<file path="src/rtl/uniboard_pkg.sv">
// Types and constants shared by the uniboard command path.
package uniboard_pkg;

  localparam int unsigned REG_ADDR_W = 7;

  localparam logic [7:0] SYNC_BYTE = 8'h7E;
  localparam logic [7:0] NACK_CMD  = 8'hFF;

  localparam logic [REG_ADDR_W-1:0] LED_ADDR       = 7'h00;
  localparam logic [REG_ADDR_W-1:0] STEPPER0_ADDR  = 7'h10;
  localparam logic [REG_ADDR_W-1:0] STEPPER1_ADDR  = 7'h11;
  localparam logic [REG_ADDR_W-1:0] MOTOR_PWM_ADDR = 7'h20;

  typedef enum logic [3:0] {
    ST_IDLE,
    ST_GET_CMD,
    ST_GET_DATA,
    ST_GET_SUM,
    ST_EXEC,
    ST_READ_WAIT,
    ST_TX_SYNC,
    ST_TX_CMD,
    ST_TX_DATA,
    ST_TX_SUM
  } cmd_state_t;

  // Sub-steps of every reply byte: request, let tx_busy rise, wait for it to fall.
  typedef enum logic [1:0] {
    PH_SEND,
    PH_HOLD,
    PH_WAIT
  } tx_phase_t;

  function automatic cmd_state_t next_tx_state(input cmd_state_t s);
    case (s)
      ST_TX_SYNC: return ST_TX_CMD;
      ST_TX_CMD:  return ST_TX_DATA;
      ST_TX_DATA: return ST_TX_SUM;
      default:    return ST_IDLE;
    endcase
  endfunction

endpackage

</file>
<file path="src/rtl/uart_command_decoder_if.sv">
// UART byte streams and register bus seen by the command decoder.
interface uart_command_decoder_if;
  import uniboard_pkg::*;

  logic [7:0]            rx_data;
  logic                  rx_drdy;
  logic [7:0]            tx_data;
  logic                  tx_send;
  logic                  tx_busy;
  logic [REG_ADDR_W-1:0] reg_addr;
  logic [7:0]            reg_wdata;
  logic                  reg_we;
  logic                  reg_re;
  logic [7:0]            reg_rdata;
  logic                  overrun;

  modport master (
    input  rx_data, rx_drdy, tx_busy, reg_rdata,
    output tx_data, tx_send, reg_addr, reg_wdata, reg_we, reg_re, overrun
  );

  modport slave (
    output rx_data, rx_drdy, tx_busy, reg_rdata,
    input  tx_data, tx_send, reg_addr, reg_wdata, reg_we, reg_re, overrun
  );

endinterface

</file>
<file path="src/rtl/byte_timeout.sv">
// Loadable down-counter; expired is high whenever the count sits at zero.
module byte_timeout #(
  parameter int unsigned WIDTH = 18
) (
  input  logic             clk,
  input  logic             reset,
  input  logic             load,
  input  logic [WIDTH-1:0] load_value,
  input  logic             enable,
  output logic             expired
);

  logic [WIDTH-1:0] count_reg;

  always_ff @(posedge clk) begin
    if (reset) begin
      count_reg <= '0;
    end else if (load) begin
      count_reg <= load_value;
    end else if (enable && count_reg != '0) begin
      count_reg <= count_reg - WIDTH'(1);
    end
  end

  assign expired = (count_reg == '0);

endmodule

</file>
<file path="src/rtl/uart_command_decoder.sv">
// Frames SYNC/CMD/DATA/SUM request packets, performs one register access
// and streams back a SYNC/CMD/DATA/SUM reply through the UART transmitter.
module uart_command_decoder #(
  parameter int unsigned TIMEOUT_CYCLES = 200000,
  parameter logic [7:0]  SYNC_BYTE      = uniboard_pkg::SYNC_BYTE
) (
  input logic                    clk,
  input logic                    reset,
  uart_command_decoder_if.master bus
);
  import uniboard_pkg::*;

  localparam int unsigned TW = $clog2(TIMEOUT_CYCLES + 1);

  cmd_state_t            state_reg, state_next;
  tx_phase_t             phase_reg, phase_next;
  logic [7:0]            cmd_reg, sum_reg, reply_data_reg, tx_data_reg, reply_cmd;
  logic [REG_ADDR_W-1:0] reg_addr_reg;
  logic [7:0]            reg_wdata_reg;
  logic                  sum_ok_reg, reg_we_reg, reg_re_reg, overrun_reg;
  logic                  in_get, in_reply, timer_load, timer_expired, tx_send_next;

  assign in_get     = state_reg inside {ST_GET_CMD, ST_GET_DATA, ST_GET_SUM};
  assign in_reply   = !in_get && (state_reg != ST_IDLE);
  assign timer_load = bus.rx_drdy && !in_reply;
  assign reply_cmd  = sum_ok_reg ? cmd_reg : NACK_CMD;

  byte_timeout #(.WIDTH(TW)) u_timeout (
    .clk       (clk),
    .reset     (reset),
    .load      (timer_load),
    .load_value(TW'(TIMEOUT_CYCLES - 1)),
    .enable    (in_get),
    .expired   (timer_expired)
  );

  // A byte arriving in the same cycle as expiry wins over the timeout.
  always_comb begin
    state_next   = state_reg;
    phase_next   = phase_reg;
    tx_send_next = 1'b0;
    unique case (state_reg)
      ST_IDLE: if (bus.rx_drdy && bus.rx_data == SYNC_BYTE) state_next = ST_GET_CMD;
      ST_GET_CMD: begin
        if (bus.rx_drdy)        state_next = ST_GET_DATA;
        else if (timer_expired) state_next = ST_IDLE;
      end
      ST_GET_DATA: begin
        if (bus.rx_drdy)        state_next = ST_GET_SUM;
        else if (timer_expired) state_next = ST_IDLE;
      end
      ST_GET_SUM: begin
        if (bus.rx_drdy)        state_next = ST_EXEC;
        else if (timer_expired) state_next = ST_IDLE;
      end
      ST_EXEC:      state_next = (sum_ok_reg && !cmd_reg[7]) ? ST_READ_WAIT : ST_TX_SYNC;
      ST_READ_WAIT: state_next = ST_TX_SYNC;
      ST_TX_SYNC, ST_TX_CMD, ST_TX_DATA, ST_TX_SUM: begin
        unique case (phase_reg)
          PH_SEND: if (!bus.tx_busy) begin
            tx_send_next = 1'b1;
            phase_next   = PH_HOLD;
          end
          PH_HOLD: phase_next = PH_WAIT;
          PH_WAIT: if (!bus.tx_busy) begin
            phase_next = PH_SEND;
            state_next = next_tx_state(state_reg);
          end
          default: phase_next = PH_SEND;
        endcase
      end
      default: state_next = ST_IDLE;
    endcase
  end

  always_ff @(posedge clk) begin
    if (reset) begin
      state_reg      <= ST_IDLE;
      phase_reg      <= PH_SEND;
      cmd_reg        <= 8'h00;
      sum_reg        <= 8'h00;
      sum_ok_reg     <= 1'b0;
      reply_data_reg <= 8'h00;
      tx_data_reg    <= 8'h00;
      reg_addr_reg   <= '0;
      reg_wdata_reg  <= 8'h00;
      reg_we_reg     <= 1'b0;
      reg_re_reg     <= 1'b0;
      overrun_reg    <= 1'b0;
    end else begin
      state_reg  <= state_next;
      phase_reg  <= phase_next;
      reg_we_reg <= 1'b0;
      reg_re_reg <= 1'b0;
      if (bus.rx_drdy && in_reply) overrun_reg <= 1'b1;
      if (bus.rx_drdy) begin
        unique case (state_reg)
          ST_GET_CMD: begin
            cmd_reg      <= bus.rx_data;
            reg_addr_reg <= bus.rx_data[REG_ADDR_W-1:0];
            sum_reg      <= bus.rx_data;
          end
          ST_GET_DATA: begin
            reg_wdata_reg <= bus.rx_data;
            sum_reg       <= sum_reg + bus.rx_data;
          end
          ST_GET_SUM: begin
            sum_ok_reg <= (bus.rx_data == sum_reg);
            reg_we_reg <= (bus.rx_data == sum_reg) && cmd_reg[7];
            reg_re_reg <= (bus.rx_data == sum_reg) && !cmd_reg[7];
          end
          default: ;
        endcase
      end
      if (state_reg == ST_EXEC)
        reply_data_reg <= (sum_ok_reg && cmd_reg[7]) ? reg_wdata_reg : 8'h00;
      if (state_reg == ST_READ_WAIT)
        reply_data_reg <= bus.reg_rdata;
      // Each reply byte is latched on entry to its state so it is stable before tx_send.
      if (state_next != state_reg) begin
        unique case (state_next)
          ST_TX_SYNC: tx_data_reg <= SYNC_BYTE;
          ST_TX_CMD:  tx_data_reg <= reply_cmd;
          ST_TX_DATA: tx_data_reg <= reply_data_reg;
          ST_TX_SUM:  tx_data_reg <= reply_cmd + reply_data_reg;
          default: ;
        endcase
      end
    end
  end

  assign bus.tx_data   = tx_data_reg;
  assign bus.tx_send   = tx_send_next && !reset;
  assign bus.reg_addr  = reg_addr_reg;
  assign bus.reg_wdata = reg_wdata_reg;
  assign bus.reg_we    = reg_we_reg;
  assign bus.reg_re    = reg_re_reg;
  assign bus.overrun   = overrun_reg;

endmodule

</file>
<file path="src/flat_wrapper.sv">
// flat-port wrapper written by rule: the top's interface ports become plain ports
module uart_command_decoder_flat import uniboard_pkg::*;
#(
  parameter int unsigned TIMEOUT_CYCLES = 200000,
  parameter logic [7:0]  SYNC_BYTE      = uniboard_pkg::SYNC_BYTE
)
  (clk, reset, bus_rx_data, bus_rx_drdy, bus_tx_busy, bus_reg_rdata, bus_tx_data, bus_tx_send, bus_reg_addr, bus_reg_wdata, bus_reg_we, bus_reg_re, bus_overrun);
  uart_command_decoder_if bus_i ();
  input logic clk;
  input logic reset;
  input wire logic [$bits(bus_i.rx_data)-1:0] bus_rx_data;
  input wire logic [$bits(bus_i.rx_drdy)-1:0] bus_rx_drdy;
  input wire logic [$bits(bus_i.tx_busy)-1:0] bus_tx_busy;
  input wire logic [$bits(bus_i.reg_rdata)-1:0] bus_reg_rdata;
  output wire logic [$bits(bus_i.tx_data)-1:0] bus_tx_data;
  output wire logic [$bits(bus_i.tx_send)-1:0] bus_tx_send;
  output wire logic [$bits(bus_i.reg_addr)-1:0] bus_reg_addr;
  output wire logic [$bits(bus_i.reg_wdata)-1:0] bus_reg_wdata;
  output wire logic [$bits(bus_i.reg_we)-1:0] bus_reg_we;
  output wire logic [$bits(bus_i.reg_re)-1:0] bus_reg_re;
  output wire logic [$bits(bus_i.overrun)-1:0] bus_overrun;
  assign bus_i.rx_data = bus_rx_data;
  assign bus_i.rx_drdy = bus_rx_drdy;
  assign bus_i.tx_busy = bus_tx_busy;
  assign bus_i.reg_rdata = bus_reg_rdata;
  assign bus_tx_data = bus_i.tx_data;
  assign bus_tx_send = bus_i.tx_send;
  assign bus_reg_addr = bus_i.reg_addr;
  assign bus_reg_wdata = bus_i.reg_wdata;
  assign bus_reg_we = bus_i.reg_we;
  assign bus_reg_re = bus_i.reg_re;
  assign bus_overrun = bus_i.overrun;
  uart_command_decoder #(.TIMEOUT_CYCLES(TIMEOUT_CYCLES), .SYNC_BYTE(SYNC_BYTE)) u_core (.clk(clk), .reset(reset), .bus(bus_i));
endmodule
</file>
<file path="config.mk">
export PLATFORM = sky130hd
export DESIGN_NAME = uart_command_decoder_flat
export DESIGN_NICKNAME = d
export VERILOG_FILES = /design/src/rtl/uniboard_pkg.sv /design/src/rtl/uart_command_decoder_if.sv /design/src/rtl/byte_timeout.sv /design/src/rtl/uart_command_decoder.sv /design/src/flat_wrapper.sv
export SDC_FILE = /design/constraint.sdc
export NUM_CORES = 1
export LEC_CHECK = 0
export CAP_MARGIN = 20
export CORE_MARGIN = 2
export CORE_UTILIZATION = 25
export CTS_CLUSTER_DIAMETER = 100
export CTS_CLUSTER_SIZE = 12
export DETAILED_ROUTE_END_ITERATION = 7
export GPL_TIMING_DRIVEN = 0
export HOLD_SLACK_MARGIN = 0.12
export PLACE_DENSITY_LB_ADDON = 0.08
export SLEW_MARGIN = 20
export SYNTH_ARGS = -nofsm -noshare
export SYNTH_HDL_FRONTEND = slang
export SYNTH_HIERARCHICAL = 1
export SYNTH_SLANG_ARGS = --single-unit
</file>
<file path="constraint.sdc">
create_clock -name clk -period 5.45 [get_ports clk]
set_clock_uncertainty 0.05 [all_clocks]
set_input_delay 0.8175 -clock clk [delete_from_list [all_inputs] [get_ports clk]]
set_output_delay 0.8175 -clock clk [all_outputs]
set_load 0.02 [all_outputs]
</file>
# Word level (Yosys, flattened, before mapping)
# Index checks and enable logic that the tools add are counted.
# totals
reg_bits,75
input_bits,20
out_inout_bits,27
elab_cells,96
# classes
n_addsub,3
n_eq_ne,20
mux,24
n_bitwise,2
reduce_logical,33
# ops
cell,count
18-bit 2-to-1 mux,2
8-bit 2-to-1 mux,4
8-bit case mux with 4 select lines,1
4-bit 2-to-1 mux,7
4-bit case mux with 7 select lines,1
"4-bit by 3-bit equality test with 1-bit output, second input constant",6
18-bit logical NOT,1
18-bit nonzero test,1
"18-bit by 1-bit subtractor with 18-bit output, second input constant",1
8-bit adder,2
"4-bit equality test, second input constant",4
8-bit case mux with 2 select lines,1
4-bit case mux with 3 select lines,1
1-bit logical AND,10
2-bit AND reduction,5
"4-bit by 2-bit equality test with 1-bit output, second input constant",2
"8-bit by 7-bit equality test with 1-bit output, second input constant",1
8-bit equality test,1
4-bit nonzero test,2
2-bit 2-to-1 mux,3
2-bit case mux with 3 select lines,1
2-bit nonzero test,3
"4-bit by 1-bit equality test with 1-bit output, second input constant",1
1-bit logical NOT,4
other kinds (13),17

# Longest topological paths before layout
# logic_depth
depth_word,8
ltp_mapped,13
mapped_depth_nobuf,12

# Modules after synthesis
# Netlist, hierarchy kept.
# modules_own_cells
mod,n_inst,cells_per_inst,area_each_um2,seq_area_each_um2
uart_command_decoder,1,391,3126.7,1001.0
byte_timeout,1,127,1048.5,360.3

# Least setup slack after synthesis
# No wires, ideal clock.
# synth_path
path_type,reg-to-reg
startpoint,register u_core.u_timeout.count_reg[0]
endpoint,register u_core.tx_data_reg[6] (netlist: u_core/bus.tx_data[6])
setup_ns,0.116
arrival_time_ns,2.685
required_ns,5.284
setup_slack_ns,2.599
stages_incl_launch_ff,13
path_buffers,1
synth_period_minus_slack_ns,2.851
cell_sequence,dfxtp_1 > inv_1 > ha_1 > nor3b_2 > nor3b_1 > and2_1 > or3b_2 > a21oi_1 > o21bai_1 > a22oi_1 > o32a_2 > buf_2 > a31o_2
# synth_via
elab_chain_cells,7
word_cells_on_any_way,14
classes_between,5 x eq/ne; 6 x mux; 3 x reduce/logical
# synth_lines
item,line,text
start: declaration,byte_timeout.sv:13,logic [WIDTH-1:0] count_reg;
start signal: assignment,byte_timeout.sv:19,count_reg <= load_value;
start signal: assignment,byte_timeout.sv:21,count_reg <= count_reg - WIDTH'(1);
18-bit logical NOT (*),byte_timeout.sv:25,assign expired = (count_reg == '0);
net u_core.timer_expired,uart_command_decoder.sv:21,"logic in_get, in_reply, timer_load, timer_expired, tx_send_next;"
4-bit 2-to-1 mux (*),"uart_command_decoder.sv:46, uart_command_decoder.sv:50, uart_command_decoder.sv:54",
"4-bit 2-to-1 mux, on equally long branches","uart_command_decoder.sv:53, uart_command_decoder.sv:45, uart_command_decoder.sv:49",
4-bit case mux with 7 select lines (*),uart_command_decoder.sv:42,unique case (state_reg)
4-bit by 3-bit equality test with 1-bit output / 4-bit equality test (equally long branches),uart_command_decoder.sv:121,unique case (state_next)
4-bit nonzero test (no line),--,
2-bit AND reduction (no line),--,
end signal: assignment,uart_command_decoder.sv:123,ST_TX_CMD: tx_data_reg <= reply_cmd;
end signal: assignment,uart_command_decoder.sv:124,ST_TX_DATA: tx_data_reg <= reply_data_reg;
end signal: assignment,uart_command_decoder.sv:125,ST_TX_SUM: tx_data_reg <= reply_cmd + reply_data_reg;
end: declaration,uart_command_decoder.sv:17,"logic [7:0] cmd_reg, sum_reg, reply_data_reg, tx_data_reg, reply_cmd;"
# Mark *: on every way through the listed nets, which the timed path passes. The rest lies on a longest branch.
# A chain may end at the register's enable or synchronous reset.

# Worst setup path after layout
# layout_path
startpoint,register u_core.u_timeout.count_reg[5]
endpoint,register u_core.tx_data_reg[5] (netlist: u_core/bus.tx_data[5])
# Same word-level chain as after synthesis.

==> flow_summary.json <==
{
  "status": "complete, no violations",
  "cts_tree": "yes",
  "drc": 0,
  "boundaryPins": 47,
  "rows": 47,
  "finalCriticalPeriod_ns": 3.56,
  "cp_num_buf_inv": 1,
  "end_kind": "flip-flop",
  "clk-insertion-delay-late_ns": 0.34,
  "final-max-slew-violation-count": 0,
  "worst_hold_slack_ns": 0.395,
  "grt_max_degree": 15,
  "cts_resized": 0,
  "critical_path_arrival_ns": 3.73,
  "routedWlPerCell_um": 16.6,
  "fin_nets": 627,
  "p_total_w": 0.00127,
  "diodes": 0,
  "routed-wl-met2_um": 5910,
  "start_util_pct": 25.4,
  "grt_pass1_vias": 3728,
  "cpLargestDelayFamily": "simple AND/OR/NAND/NOR gates",
  "gp_congestion": 0.826,
  "syn_area_sq_um": 4180,
  "critical_path_class": "flip-flop to flip-flop",
  "setup_viol_count_final": 0,
  "async_flop_share_pct": 0,
  "fp.dieH_um": 133,
  "via_count": 3928,
  "cts_num_sinks": 68,
  "grt_use_total_pct": 15.9,
  "fin_crit_sh_pct": 65.3,
  "htreeDepth": 3,
  "power_density_nw_per_um2": 240,
  "antenna_found_initial": 0,
  "place_area_sq_um": 4960,
  "holdPathStages": 2,
  "grt_first_pass_wirelength_um": 21700,
  "grt-ovfl-total": 0,
  "seq_area_frac_synth_pct": 32.6,
  "leakagePower_nw": 1.78,
  "drv_cap": 0,
  "yosysUniqueCellTypes": 67,
  "slew_headroom_pct": 40.5,
  "worstPathRequired_ns": 5.62,
  "critPathLaunchType": "flip-flop",
  "cp_slowest_cell": "nor4_1",
  "worst_pin_slew_ns": 0.888,
  "highest_layer": "met4",
  "grt_setup_unrepaired": "no",
  "synth_top_area_cell": "dfxtp_1",
  "max-vdd-ir-drop_uv": 162,
  "clk_path_buf_depth": 2,
  "setup-tns-final_ns": 0,
  "synth.area.top_cells": "dfxtp_1 33%, nor2_1 6.1%, a211oi_1 5.0%, a21oi_1 4.9%, ha_1 4.5%",
  "min_path_type": "flip-flop to flip-flop",
  "yosysWarnings": 6,
  "final_cell_area_sq_um": 5290,
  "synth-edff-count": 0,
  "dp_hpwl_um": 10100,
  "dieArea_sq_um": 17800,
  "area_growth_pct": 26.6,
  "cp_max_fo": 10,
  "hold_viol": 0,
  "wl_met1_um": 6900,
  "die_w_um": 133,
  "path_depth": 11,
  "avgSynthCellArea_sq_um": 8.06,
  "cts_buffers": 9,
  "reg2reg_depth": 11,
  "ant_nets": 0,
  "critical_path.cell_chain": "nor4_1 > nor3b_1 > and2_1 > or3b_2 > a21oi_1 > a21oi_2 > a22oi_1 > o32a_2 > buf_2 > o2111ai_1 > o21ai_0",
  "numPortBuffers": 45,
  "fmax_mhz": 281,
  "cts_hold_buffers": 0,
  "cts_setup_buffers": 0,
  "critPathMaxStageDelay_ns": 0.62,
  "drt_iter0_markers": 213,
  "drive_gt1_share_pct": 8.24,
  "via_per_inst": 4.82,
  "core_area_sq_um": 16500,
  "finalWirelength_um": 13500,
  "synth_seq_cells": 68,
  "synth-main-ff-cell": "dfxtp_1",
  "cts_root_buf": "clkbuf_16",
  "synth_top_area_share_pct": 32.6,
  "dr.pass1.iters": 4,
  "largest_register_ffs": 18,
  "path_clk_slew_ns": 0.06,
  "wl_met3_um": 461,
  "synthCells": 518
}
==> final timing paths <==
| path | startpoint | end | slack, ns |
|---|---|---|---|
| worst max-delay path | u_core/u_timeout/count_reg[5] | u_core/bus.tx_data[5] | 1.89 |
| worst min-delay path | u_core/bus.tx_data[1] | u_core/bus.tx_data[1] | 0.40 |
| worst max register to register | u_core/u_timeout/count_reg[5] | u_core/bus.tx_data[5] | 1.89 |
| worst min register to register | u_core/bus.tx_data[1] | u_core/bus.tx_data[1] | 0.40 |
==> cells in the mapped netlist (6+ instances only) <==
cell	n
nand2b_1	11
a311oi_1	6
buf_4	7
nor2_1	68
nor3b_1	15
nor3_1	9
nand2_1	40
nor4_1	7
inv_1	19
nor2b_1	6
o21ai_0	19
xnor2_1	18
a211oi_1	28
o211ai_1	6
mux2i_1	13
clkbuf_1	20
ha_1	15
a21oi_1	41
dfxtp_1	68
nand3_1	13
==> stage by stage <==
stage / cells / util (%) / setup WS, ns
4_1_cts: 815 / 32.1 / 1.87
3_3_place_gp: 799 / 30.1 / 1.87
2_1_floorplan: 534 / - / 2.60
6_report: 815 / 32.1 / 1.89
5_1_grt: 815 / 32.1 / 1.63
3_5_place_dp: 799 / 30.1 / 1.86
==> metal layers <==
metal / vias up / track usage, %
met5: - / 0
met4: 0 / 5.73
met3: 16 / 2.51
met2: 60 / 23.3
met1: 1862 / 23.6
li1: 1990 / -
==> cells in the final DEF (no fill, tap or decap), drive strengths merged, types with 5 or more instances in the layout <==
| cell | count |
|---|---|
| nor2 | 68 |
| dfxtp | 68 |
| clkdlybuf4s50 | 45 |
| a21oi | 42 |
| nand2 | 40 |
| clkbuf | 29 |
| a211oi | 28 |
| inv | 21 |
| o21ai | 20 |
| xnor2 | 18 |
| conb | 18 |
| nor3b | 16 |
| ha | 15 |
| nand3 | 13 |
| mux2i | 13 |
| buf | 12 |
| nand2b | 11 |
| nor3 | 10 |
| nor4 | 8 |
| and2 | 7 |
| nor2b | 6 |
| o211ai | 6 |
| a311oi | 6 |
| or4 | 6 |
| o21a | 5 |
==> worst register-to-register path, stage by stage (launching register included) <==
cell and delay (ns):
dfxtp_1 0.33, nor4_1 0.62, nor3b_1 0.50, and2_1 0.29
or3b_2 0.14, a21oi_1 0.12, a21oi_2 0.32, a22oi_1 0.16
o32a_2 0.44, buf_2 0.23, o2111ai_1 0.12, o21ai_0 0.12
==> report_power, final <==
group / switching [W] / internal (W)
Sequential: 0.0000104 / 0.000507
Combinational: 0.0000581 / 0.0000399
Clock: 0.000249 / 0.000403
==> cell type report <==
| class | instances | area, sq um |
|---|---|---|
| fillers | 1745 | 11200 |
| clock buffers | 9 | 225 |
| clock inverters | 7 | 98.8 |
| well taps | 220 | 275 |
| repair buffers | 45 | 450 |
| plain buffers | 32 | 156 |
| flip-flops and latches | 68 | 1360 |
| multi-input cells | 414 | 2640 |
| inverters | 20 | 75.1 |
==> cells by family (layout without fill, tap and decap cells) <==
| family | Yosys count | in the layout | share of synthesized area [%] |
|---|---|---|---|
| AND/OR/NAND/NOR | 204 | 204 | 25.7 |
| AO/OA/AOI/OAI | 138 | 138 | 22.3 |
| flip-flops | 68 | 68 | 32.6 |
| buffers and inverters | 52 | 113 | 5.54 |
| XOR/XNOR | 22 | 22 | 4.61 |
| adder cells (fa/ha/maj) | 17 | 17 | 5.45 |
| multiplexers | 15 | 15 | 3.66 |
| other | 2 | 18 | 0.180 |
Note: power is estimated with default switching activity, not from simulation.
